### src/rtl/if_fetch_ctrl_pkg.sv
// Shared definitions for the instruction-fetch controller: FSM states,
// the NOP encoding and the default PC increment.
package if_pkg;

  typedef enum logic [1:0] {
    FETCH = 2'd0,
    HOLD  = 2'd1,
    DROP  = 2'd2
  } state_t;

  localparam logic [31:0] NOP         = 32'b0;
  localparam int          PC_STEP_DEF = 4;

endpackage

### src/rtl/if_fetch_ctrl_if.sv
// Instruction-memory request/response channel between the fetch
// controller (master) and the instruction memory (slave).
interface if_fetch_ctrl_if #(
  parameter int ADDR_W = 32
);
  logic              req;
  logic [ADDR_W-1:0] addr;
  logic              ready;
  logic [31:0]       rdata;

  modport master (output req, addr, input ready, rdata);
  modport slave  (input req, addr, output ready, rdata);
endinterface

### src/rtl/if_fetch_ctrl.sv
// Fetch sequencer: owns the PC, runs the imem req/ready handshake and
// drives freeze/flush of the IF/ID register so ID sees each instruction once.
module if_fetch_ctrl
  import if_pkg::*;
#(
  parameter int                ADDR_W   = 32,
  parameter logic [ADDR_W-1:0] RESET_PC = '0,
  parameter int                PC_STEP  = PC_STEP_DEF,
  parameter int                CNT_W    = 16
) (
  input  logic                 clk,
  input  logic                 rst,
  input  logic                 branch_taken,
  input  logic [ADDR_W-1:0]    branch_addr,
  input  logic                 hazard_freeze,
  input  logic                 mem_freeze,
  if_fetch_ctrl_if.master      imem,
  output logic [ADDR_W-1:0]    pc_out,
  output logic [31:0]          instr_out,
  output logic                 if_reg_freeze,
  output logic                 if_reg_flush,
  output logic [CNT_W-1:0]     bubble_cnt
);

  localparam logic [ADDR_W-1:0] STEP    = ADDR_W'(PC_STEP);
  localparam logic [CNT_W-1:0]  CNT_MAX = '1;

  state_t              state_reg;
  logic [ADDR_W-1:0]   pc_reg;
  logic [ADDR_W-1:0]   drop_addr_reg;
  logic [ADDR_W-1:0]   buf_pc_reg;
  logic [31:0]         buf_instr_reg;
  logic [CNT_W-1:0]    bubble_cnt_reg;

  logic stall;
  logic br;
  logic flush_int;

  assign stall = hazard_freeze | mem_freeze;
  // A frozen EX stage will re-assert its redirect, so ignore it meanwhile.
  assign br    = branch_taken & ~mem_freeze;

  always_comb begin
    imem.req      = 1'b0;
    imem.addr     = pc_reg;
    pc_out        = pc_reg + STEP;
    instr_out     = imem.rdata;
    if_reg_freeze = 1'b0;
    flush_int     = 1'b0;
    case (state_reg)
      FETCH: begin
        imem.req = 1'b1;
        if (br) begin
          flush_int = 1'b1;
        end else if (imem.ready) begin
          if_reg_freeze = stall;
        end else begin
          flush_int     = ~stall;
          if_reg_freeze = stall;
        end
      end
      HOLD: begin
        pc_out    = buf_pc_reg;
        instr_out = buf_instr_reg;
        if (br) flush_int = 1'b1;
        else    if_reg_freeze = stall;
      end
      DROP: begin
        // The pending request keeps its original address until it completes.
        imem.req  = 1'b1;
        imem.addr = drop_addr_reg;
        instr_out = NOP;
        if (br) begin
          flush_int = 1'b1;
        end else begin
          flush_int     = ~stall;
          if_reg_freeze = stall;
        end
      end
      default: ;
    endcase
    if (rst) begin
      imem.req      = 1'b0;
      imem.addr     = RESET_PC;
      pc_out        = '0;
      instr_out     = '0;
      if_reg_freeze = 1'b0;
      flush_int     = 1'b1;
    end
  end

  assign if_reg_flush = flush_int;
  assign bubble_cnt   = bubble_cnt_reg;

  always_ff @(posedge clk) begin
    if (rst) begin
      state_reg      <= FETCH;
      pc_reg         <= RESET_PC;
      drop_addr_reg  <= RESET_PC;
      buf_pc_reg     <= '0;
      buf_instr_reg  <= NOP;
      bubble_cnt_reg <= '0;
    end else begin
      if (flush_int && bubble_cnt_reg != CNT_MAX)
        bubble_cnt_reg <= bubble_cnt_reg + 1'b1;
      case (state_reg)
        FETCH: begin
          if (br) begin
            pc_reg <= branch_addr;
            if (!imem.ready) begin
              state_reg     <= DROP;
              drop_addr_reg <= pc_reg;
            end
          end else if (imem.ready) begin
            if (stall) begin
              buf_instr_reg <= imem.rdata;
              buf_pc_reg    <= pc_reg + STEP;
              state_reg     <= HOLD;
            end else begin
              pc_reg <= pc_reg + STEP;
            end
          end
        end
        HOLD: begin
          if (br) begin
            pc_reg    <= branch_addr;
            state_reg <= FETCH;
          end else if (!stall) begin
            pc_reg    <= pc_reg + STEP;
            state_reg <= FETCH;
          end
        end
        DROP: begin
          if (br)         pc_reg    <= branch_addr;
          if (imem.ready) state_reg <= FETCH;
        end
        default: state_reg <= FETCH;
      endcase
    end
  end

endmodule

### src/flat_wrapper.sv
// flat-port wrapper written by rule: the top's interface ports become plain ports
module if_fetch_ctrl_flat import if_pkg::*;
#(
  parameter int                ADDR_W   = 32,
  parameter logic [ADDR_W-1:0] RESET_PC = '0,
  parameter int                PC_STEP  = PC_STEP_DEF,
  parameter int                CNT_W    = 16
)
  (clk, rst, branch_taken, branch_addr, hazard_freeze, mem_freeze, pc_out, instr_out, if_reg_freeze, if_reg_flush, bubble_cnt, imem_req, imem_addr, imem_ready, imem_rdata);
  if_fetch_ctrl_if #(.ADDR_W(ADDR_W)) imem_i ();
  input  logic clk;
  input  logic rst;
  input  logic branch_taken;
  input  logic [ADDR_W-1:0] branch_addr;
  input  logic hazard_freeze;
  input  logic mem_freeze;
  output logic [ADDR_W-1:0] pc_out;
  output logic [31:0] instr_out;
  output logic if_reg_freeze;
  output logic if_reg_flush;
  output logic [CNT_W-1:0] bubble_cnt;
  output wire logic [$bits(imem_i.req)-1:0] imem_req;
  output wire logic [$bits(imem_i.addr)-1:0] imem_addr;
  input wire logic [$bits(imem_i.ready)-1:0] imem_ready;
  input wire logic [$bits(imem_i.rdata)-1:0] imem_rdata;
  assign imem_req = imem_i.req;
  assign imem_addr = imem_i.addr;
  assign imem_i.ready = imem_ready;
  assign imem_i.rdata = imem_rdata;
  if_fetch_ctrl #(.ADDR_W(ADDR_W), .RESET_PC(RESET_PC), .PC_STEP(PC_STEP), .CNT_W(CNT_W)) u_core (.clk(clk), .rst(rst), .branch_taken(branch_taken), .branch_addr(branch_addr), .hazard_freeze(hazard_freeze), .mem_freeze(mem_freeze), .imem(imem_i), .pc_out(pc_out), .instr_out(instr_out), .if_reg_freeze(if_reg_freeze), .if_reg_flush(if_reg_flush), .bubble_cnt(bubble_cnt));
endmodule
### config.mk
export PLATFORM = sky130hd
export DESIGN_NAME = if_fetch_ctrl_flat
export DESIGN_NICKNAME = d
export VERILOG_FILES = /design/src/rtl/if_fetch_ctrl_pkg.sv /design/src/rtl/if_fetch_ctrl_if.sv /design/src/rtl/if_fetch_ctrl.sv /design/src/flat_wrapper.sv
export SDC_FILE = /design/constraint.sdc
export NUM_CORES = 1
export LEC_CHECK = 0
export BUFFER_PORTS_ARGS = -buffer_cell sky130_fd_sc_hd__buf_2
export CAP_MARGIN = 5
export CORE_MARGIN = 8
export CORE_UTILIZATION = 45
export DETAILED_ROUTE_END_ITERATION = 16
export GPL_TIMING_DRIVEN = 0
export PLACE_DENSITY = 0.68
export SLEW_MARGIN = 25
export SYNTH_ARGS = -nofsm -noshare
export SYNTH_HDL_FRONTEND = slang
export SYNTH_SLANG_ARGS = --single-unit
### constraint.sdc
create_clock -name clk -period 6.62 [get_ports clk]
set_clock_uncertainty 0.05 [all_clocks]
set_input_delay 0.331 -clock clk [delete_from_list [all_inputs] [get_ports clk]]
set_output_delay 0.331 -clock clk [all_outputs]
set_load 0.01 [all_outputs]
==> results of run 1 <==
==> metrics by stage <==
stage	hold slack [ps]	area, µm²	cells
floorplan	386	8300	1130
global placement	391	9510	1543
detailed placement	396	9510	1543
CTS	76.9	10100	1575
global route	90.3	10100	1576
finish	81.2	10100	1577
==> synth_stat cells (4+ instances only) <==
cell type / count / share of area, %
and3_1: 10 / 0.75
a21oi_1: 139 / 8.4
o21ai_0: 34 / 2.0
nor3_1: 16 / 0.96
nor3b_1: 4 / 0.36
nor4_4: 4 / 1.0
nor2b_1: 6 / 0.45
ha_1: 6 / 0.90
o21a_1: 5 / 0.45
nand2b_1: 35 / 2.6
xor2_1: 8 / 0.84
a31oi_1: 8 / 0.60
mux2_1: 4 / 0.54
buf_1: 13 / 0.59
buf_2: 27 / 1.6
clkbuf_1: 72 / 3.3
mux2i_1: 36 / 4.3
nand2_1: 186 / 8.4
or3_1: 14 / 1.1
nand3_1: 59 / 3.6
xnor2_1: 21 / 2.2
and4_1: 10 / 1.1
nor2_1: 115 / 5.2
inv_1: 14 / 0.63
nand4_1: 24 / 1.8
a22oi_1: 7 / 0.63
nor4_1: 8 / 0.60
dfxtp_1: 146 / 35
a211oi_1: 37 / 3.3
o21ai_1: 6 / 0.36
o211ai_1: 4 / 0.36
o32ai_1: 4 / 0.42
==> layer usage <==
metal	GRT usage (%)	vias to the layer above	part of all wire (%)
li1	-	4358	-
met1	32.4	4215	44
met2	38.1	400	45
met3	5.56	52	8.0
met4	9.76	0	3.0
met5	0	-	0
==> logic make-up after synthesis <==
kind of cell	after synthesis
simple gates	510
compound gates	269
mux	42
xor+xnor	29
fa+ha+maj	6
flops	146
buf+inv	128
==> worst register-to-register path, cell delays in order (launching register included) <==
cell and delay, ps:
dfxtp_1 340, ha_1 280, nor3b_1 770, a31o_2 210, buf_2 200, clkbuf_1 520, o21ai_0 230, a22oi_1 180
nor2_1 60
==> final cells by class <==
type,count,share of cell area (%)
Timing Repair Buffer,184,9.09
Sequential cell,146,28.8
Inverter,14,0.519
Clock buffer,19,4.37
Tap cell,229,2.83
Multi-Input combinational cell,856,47.9
Antenna cell,2,0.0494
Clock inverter,13,1.73
Buffer,114,4.67
==> worst paths after layout <==
path         slack, ps                        to                     from  depth (start not counted)
max               3220                pc_out[31]        u_core.pc_reg[10]                          7
min                 80  u_core.buf_instr_reg[17]           imem_rdata[17]                          3
max reg2reg       3650         u_core.pc_reg[18]      u_core.state_reg[1]                          8
min reg2reg        400   u_core.drop_addr_reg[7]  u_core.drop_addr_reg[7]                          2
==> report_power, final <==
group | internal (mW) | total, mW | switching, mW | leakage [nW]
Sequential | 0.939 | 0.974 | 0.0351 | 1.19
Combinational | 0.230 | 0.679 | 0.448 | 2.48
Clock | 0.611 | 1.03 | 0.423 | 0.300
==> reports/summary.txt, run 1 <==
=================================================================================================================
Worst slew pin tran                                                                                        961 ps
Total global-route track usage                                                                              24.6%
Yosys warning count                                                                                             0
Fraction of registers with async set/reset                                                                     0%
Ratio of final minimum period to clock period                                                               51.4%
Effective utilization at floorplan                                                                          46.1%
Most common cell after layout, fill and taps aside                                                          buf_2
Gates resized, CTS repair                                                                                       0
Fin util                                                                                                    56.2%
Arithmetic-cell share of the synthesized area counting full adders, half adders and majority gates         0.904%
Signal arrival time at the worst endpoint                                                                 3020 ps
Max rail drop VDD                                                                                      0.000212 V
Synthesized area per cell                                                                                7.35 µm²
TritonCTS clock tree                                                                                         done
Xor and xnor fraction of the mapped netlist area                                                            3.06%
Maximum number of pins on one net before global-route repair                                                   17
Minimum setup slack after placement                                                                       3720 ps
Insertion delay of the later-clocked pin in the worst-skew pair                                            440 ps
Antenna violations before repair                                                                                2
Worst Slack Setup Final                                                                                   3220 ps
CP max stage delay                                                                                         760 ps
Pwr per Cell Area                                                                                      265 nW/µm²
Die area                                                                                                23100 µm²
Fraction of layout instances using a drive strength above 1                                                 19.7%
Peak clock frequency supported by timing                                                                0.294 GHz
Primary FF master, synth                                                                                  dfxtp_1
Required time worst endpoint                                                                              6240 ps
Sum of overflow across all layers after global routing                                                          0
Number of endpoints failing setup at the final stage                                                            0
Number of buffers added to fix hold violations after cts                                                        0
Violation count after the first detailed-routing iteration                                                    900
Horiz. Die Dim                                                                                             152 µm
Dominant combinational cell family by area after synthesis                                           simple AND/OR/NAND/NOR gates
Fillcell total                                                                                               1817
Slew margin rel.                                                                                            36.0%
I/O pins                                                                                                      185
Total standard cell area after synthesis                                                                 8300 µm²
Highest net fanout along the worst path                                                                         9
Combined area of the multi-input logic cells                                                             4860 µm²
CTS HTree Levels                                                                                                4
Placer congestion estimate                                                                                  0.957
Register Area                                                                                            2920 µm²
Worst-path cell chain                                                                                buf_2 > nand4_2 > nor4_2 > nand4_1 > xor2_1 > a211oi_2 > buf_2
Type of element capturing the critical path                                                           output port
Net count of the mapped netlist                                                                              1206
Library cell used as clock root buffer                                                                  clkbuf_16
DRC errors left                                                                                                 0
Core outline area                                                                                       18000 µm²
Wire length of the first global-routing pass                                                             46300 µm
Final HPWL from detailed placement                                                                       21700 µm
Nets@finish                                                                                                  1409
Area share of and/or/nand/nor cells after synthesis                                                         30.0%
Vertical die dimension                                                                                     152 µm
Standby leakage power                                                                                     3.97 nW
Buffers inserted by post-CTS timing repair                                                                      0
Clk pin slew, worst setup/hold paths                                                                        70 ps
Minimum clock period after layout                                                                         3400 ps
Routed wire length                                                                                       29600 µm
Total power draw                                                                                          2.69 mW
Compound-Gate Fraction of Synth Area                                                                        19.4%
Startpoint class of the critical path                                                                    register
IO buf count                                                                                                  184
Count of mapped cells out of synthesis                                                                       1130
Top cell family by delay on the critical path                                                        simple AND/OR/NAND/NOR gates
Unrepaired setup endpoints after global routing                                                             false
Class of the tightest hold or removal check                                                          input pin to register
Slowest CP cell                                                                                            nor4_2
Syn-to-layout area delta                                                                                    22.0%
Flip-flop and latch count after synthesis                                                                     146
Number of buffers between clock root and the deepest sink                                                       2
Number of buffers inserted during clock tree synthesis                                                         17
Multiplexer share of the synthesized area                                                                   5.15%
Cell variety after synth                                                                                       62
Number of vias after detailed routing                                                                        9025
Slew Viols, Final                                                                                               0
Sinks on the clock net                                                                                        146
Bufs and invs on worst path                                                                                     2
Length of the first detailed-routing pass in iterations                                                         6
Type of the setup path with the least slack                                                          register to output port
Register area share after synthesis                                                                         35.2%
Routed via count divided by cell count                                                                       5.72
Number of nets with antenna violations after routing                                                            0
Most frequent cells in the layout                                                                    buf_2 (211), nand2_1 (186), dfxtp_1 (146), a21oi_1 (139), nor2_1 (115)
Status                                                                                                  completed
Post-route setup TNS                                                                                         0 ps
Cell mode on critical path                                                                                  buf_2
Number of hold-slack violations in the final timing report                                                      0
Average detailed-routed wire length per instance                                                          18.8 µm
Number of violations of the max-capacitance limit                                                               0
Count of flip-flops with a built-in enable after synthesis                                                      0
Placement Rows                                                                                                 49
Number of global-route vias before repair                                                                    8658
=================================================================================================================
Note: power is estimated with default switching activity, not from simulation.
==> inputs of run 2 (changes only) <==
- clock period: 6.62 -> 3.5 ns (I/O delays scaled with it)
==> reports/summary.txt, run 2 (synthesis gave the netlist of run 1 again) <==
==============================================================================
Status                                                               completed
Net switching fraction of the power                                      33.5%   -0.23 points
Length of the first detailed-routing pass in iterations                      6   unchanged
Post-route worst hold slack                                            20.4 ps   -60.8 ps
Placer congestion estimate                                               0.957   unchanged
TritonCTS clock tree                                                      done
Standard cell area after detailed placement                           9510 µm²   unchanged
Vertical die dimension                                                  152 µm   unchanged
Number of vias after detailed routing                                     9187   +1.8%
Number of violations of the max-capacitance limit                            0   unchanged
Net load switching power                                               1.71 mW   +89%
Final HPWL from detailed placement                                    21700 µm   unchanged
Startpoint of the most critical register-to-register path         u_core.state_reg[1]
Unrepaired setup endpoints after global routing                          false
Slew Viols, Final                                                            0   unchanged
Die area                                                             23100 µm²   unchanged
Syn-to-layout area delta                                                 26.7%
Number of global-route vias before repair                                 8828   +2.0%
Worst slew pin tran                                                     955 ps   -6.05 ps
Number of hold-slack violations in the final timing report                   0   unchanged
Clock Power Share                                                        38.1%   -0.4 points
Number of endpoints failing setup at the final stage                         0   unchanged
Internal reg-to-reg setup slack                                         560 ps   -3090 ps
Slew margin rel.                                                         36.4%   +0.40 points
Max rail drop VDD                                                   0.000397 V   +87%
Horiz. Die Dim                                                          152 µm   unchanged
Routed via count divided by cell count                                    5.69   -0.60%
Insertion delay of the later-clocked pin in the worst-skew pair         440 ps   about the same
Number of buffers inserted during clock tree synthesis                      17   unchanged
Highest net fanout along the worst path                                      9   unchanged
Violation count after the first detailed-routing iteration                 848   -5.8%
Wire length of the first global-routing pass                          47100 µm   +1.7%
Total power draw                                                       5.11 mW   +90%
Share of total power in sequential cells                                 36.1%   -0.2 points
Combined area of the multi-input logic cells                          4860 µm²   unchanged
Most common cell after layout, fill and taps aside                       buf_2
Standby leakage power                                                  4.13 nW   +4.1%
Peak clock frequency supported by timing                             0.311 GHz
Startpoint class of the critical path                                 register
CTS HTree Levels                                                             4   unchanged
Final instance area                                                  10500 µm²   +3.8%
Antenna violations before repair                                             2   unchanged
Class of the tightest hold or removal check                       input pin to register
Endpoint of the worst-slack reg-to-reg timing path                u_core.pc_reg[18]
Placement Rows                                                              49   unchanged
Routed wire length                                                    29900 µm   +1.3%
Signal arrival time at the worst endpoint                              2990 ps   -30 ps
Library cell used as clock root buffer                               clkbuf_16
WHS Endpoint                                                      u_core.pc_reg[2]
Most frequent cells in the layout                                 buf_2 (211), nand2_1 (186), dfxtp_1 (146), a21oi_1 (139), nor2_1 (115)
Total global-route track usage                                           25.0%   +0.39 points
Register Area                                                         2920 µm²   unchanged
HP Start                                                          branch_addr[2]
Type of the setup path with the least slack                       register to output port
Average detailed-routed wire length per instance                       18.5 µm   -1.1%
Fraction of layout instances using a drive strength above 1              19.1%   -0.55 points
Fin util                                                                 58.4%   +2.2 points
Effective utilization at floorplan                                       46.1%   unchanged
Startpoint of the worst setup timing path                         u_core.pc_reg[10]
Maximum number of pins on one net before global-route repair                17   unchanged
Core outline area                                                    18000 µm²   unchanged
DRC errors left                                                              0   unchanged
Pwr per Cell Area                                                   485 nW/µm²   +83%
Internal power contribution                                            3.40 mW   +91%
Type of element capturing the critical path                        output port
Post-route non-filler standard cell count                                 1615   +2.4%
Dpl cells                                                                 1543   unchanged
Worst hold path stage count                                                  3   unchanged
Sinks on the clock net                                                     146   unchanged
Minimum setup slack after placement                                     701 ps   -3020 ps
Worst Reg-to-Reg Cells                                                       8   unchanged
Fillcell total                                                            1759   -3.2%
Number of nets with antenna violations after routing                         0   unchanged
I/O pins                                                                   185   unchanged
IO buf count                                                               184   unchanged
Required time worst endpoint                                           3270 ps   -2970 ps
Sum of overflow across all layers after global routing                       0   unchanged
Nets@finish                                                               1448   +2.8%
Part of the total power dissipated in combinational logic                25.8%   +0.5 points
Post-route setup TNS                                                      0 ps   unchanged
Number of buffers between clock root and the deepest sink                    2   unchanged
Clk pin slew, worst setup/hold paths                                     60 ps   about the same
Worst Slack Setup Final                                                 286 ps   -2930 ps
Minimum clock period after layout                                      3210 ps
Ratio of final minimum period to clock period                            91.8%
==============================================================================
run 2: changes by cell type in the layout (fill, tap and decap cells not counted):
cell           change
dlygate4sd3_1     +39
diode_2            -1
run 2: worst max-delay path by stage:
stage / end / slack [ps]
finish: pc_out[31] / 290
global route: pc_out[30] / 130
CTS: pc_out[30] / 350
detailed placement: u_core.pc_reg[7] / 700
global placement: u_core.pc_reg[10] / 740
floorplan: pc_out[24] / 1400
run 2: cell type report:
| type | instances | share of cell area [%] |
|---|---|---|
| Clock inverter | 13 | 1.66 |
| Sequential cell | 146 | 27.8 |
| Antenna cell | 1 | 0.0238 |
| Timing Repair Buffer | 223 | 12.5 |
| Multi-Input combinational cell | 856 | 46.1 |
| Tap cell | 229 | 2.72 |
| Buffer | 114 | 4.49 |
| Clock buffer | 19 | 4.21 |
| Inverter | 14 | 0.499 |
run 2: power by group through the flow:
| stage | sequential (mW) | clock [mW] | combinational [mW] |
|---|---|---|---|
| floorplan | 1.86 | 0 | 0.821 |
| global placement | 1.87 | 0 | 1.26 |
| detailed placement | 1.88 | 0 | 1.27 |
| CTS | 1.84 | 1.96 | 1.31 |
| global route | 1.86 | 2.04 | 1.44 |
| finish | 1.84 | 1.94 | 1.32 |
run 2: what timing repair did:
action | 4_1_cts | 5_1_grt
resized for setup | 0 | 0
buffers inserted | 0 | 0
hold buffers | 39 | 0
endpoints found under the hold margin | 39 | 0
run 2: worst max-delay path, stage by stage (launching register included):
cell      delay (ps)
dfxtp_1          320
buf_2            220
nand4_2          250
nor4_2           740
nand4_1          280
xor2_1           240
a211oi_2         330
buf_2            190
run 2: layer usage:
metal | routed length, µm | track usage, % | part of all wire [%] | vias to the layer above
met5 | 0 | 0 | 0 | -
met4 | 1030 | 10.8 | 3.4 | 0
met3 | 2690 | 5.56 | 9.0 | 55
met2 | 13400 | 38.7 | 45 | 430
met1 | 12800 | 32.6 | 43 | 4257
li1 | - | - | - | 4445
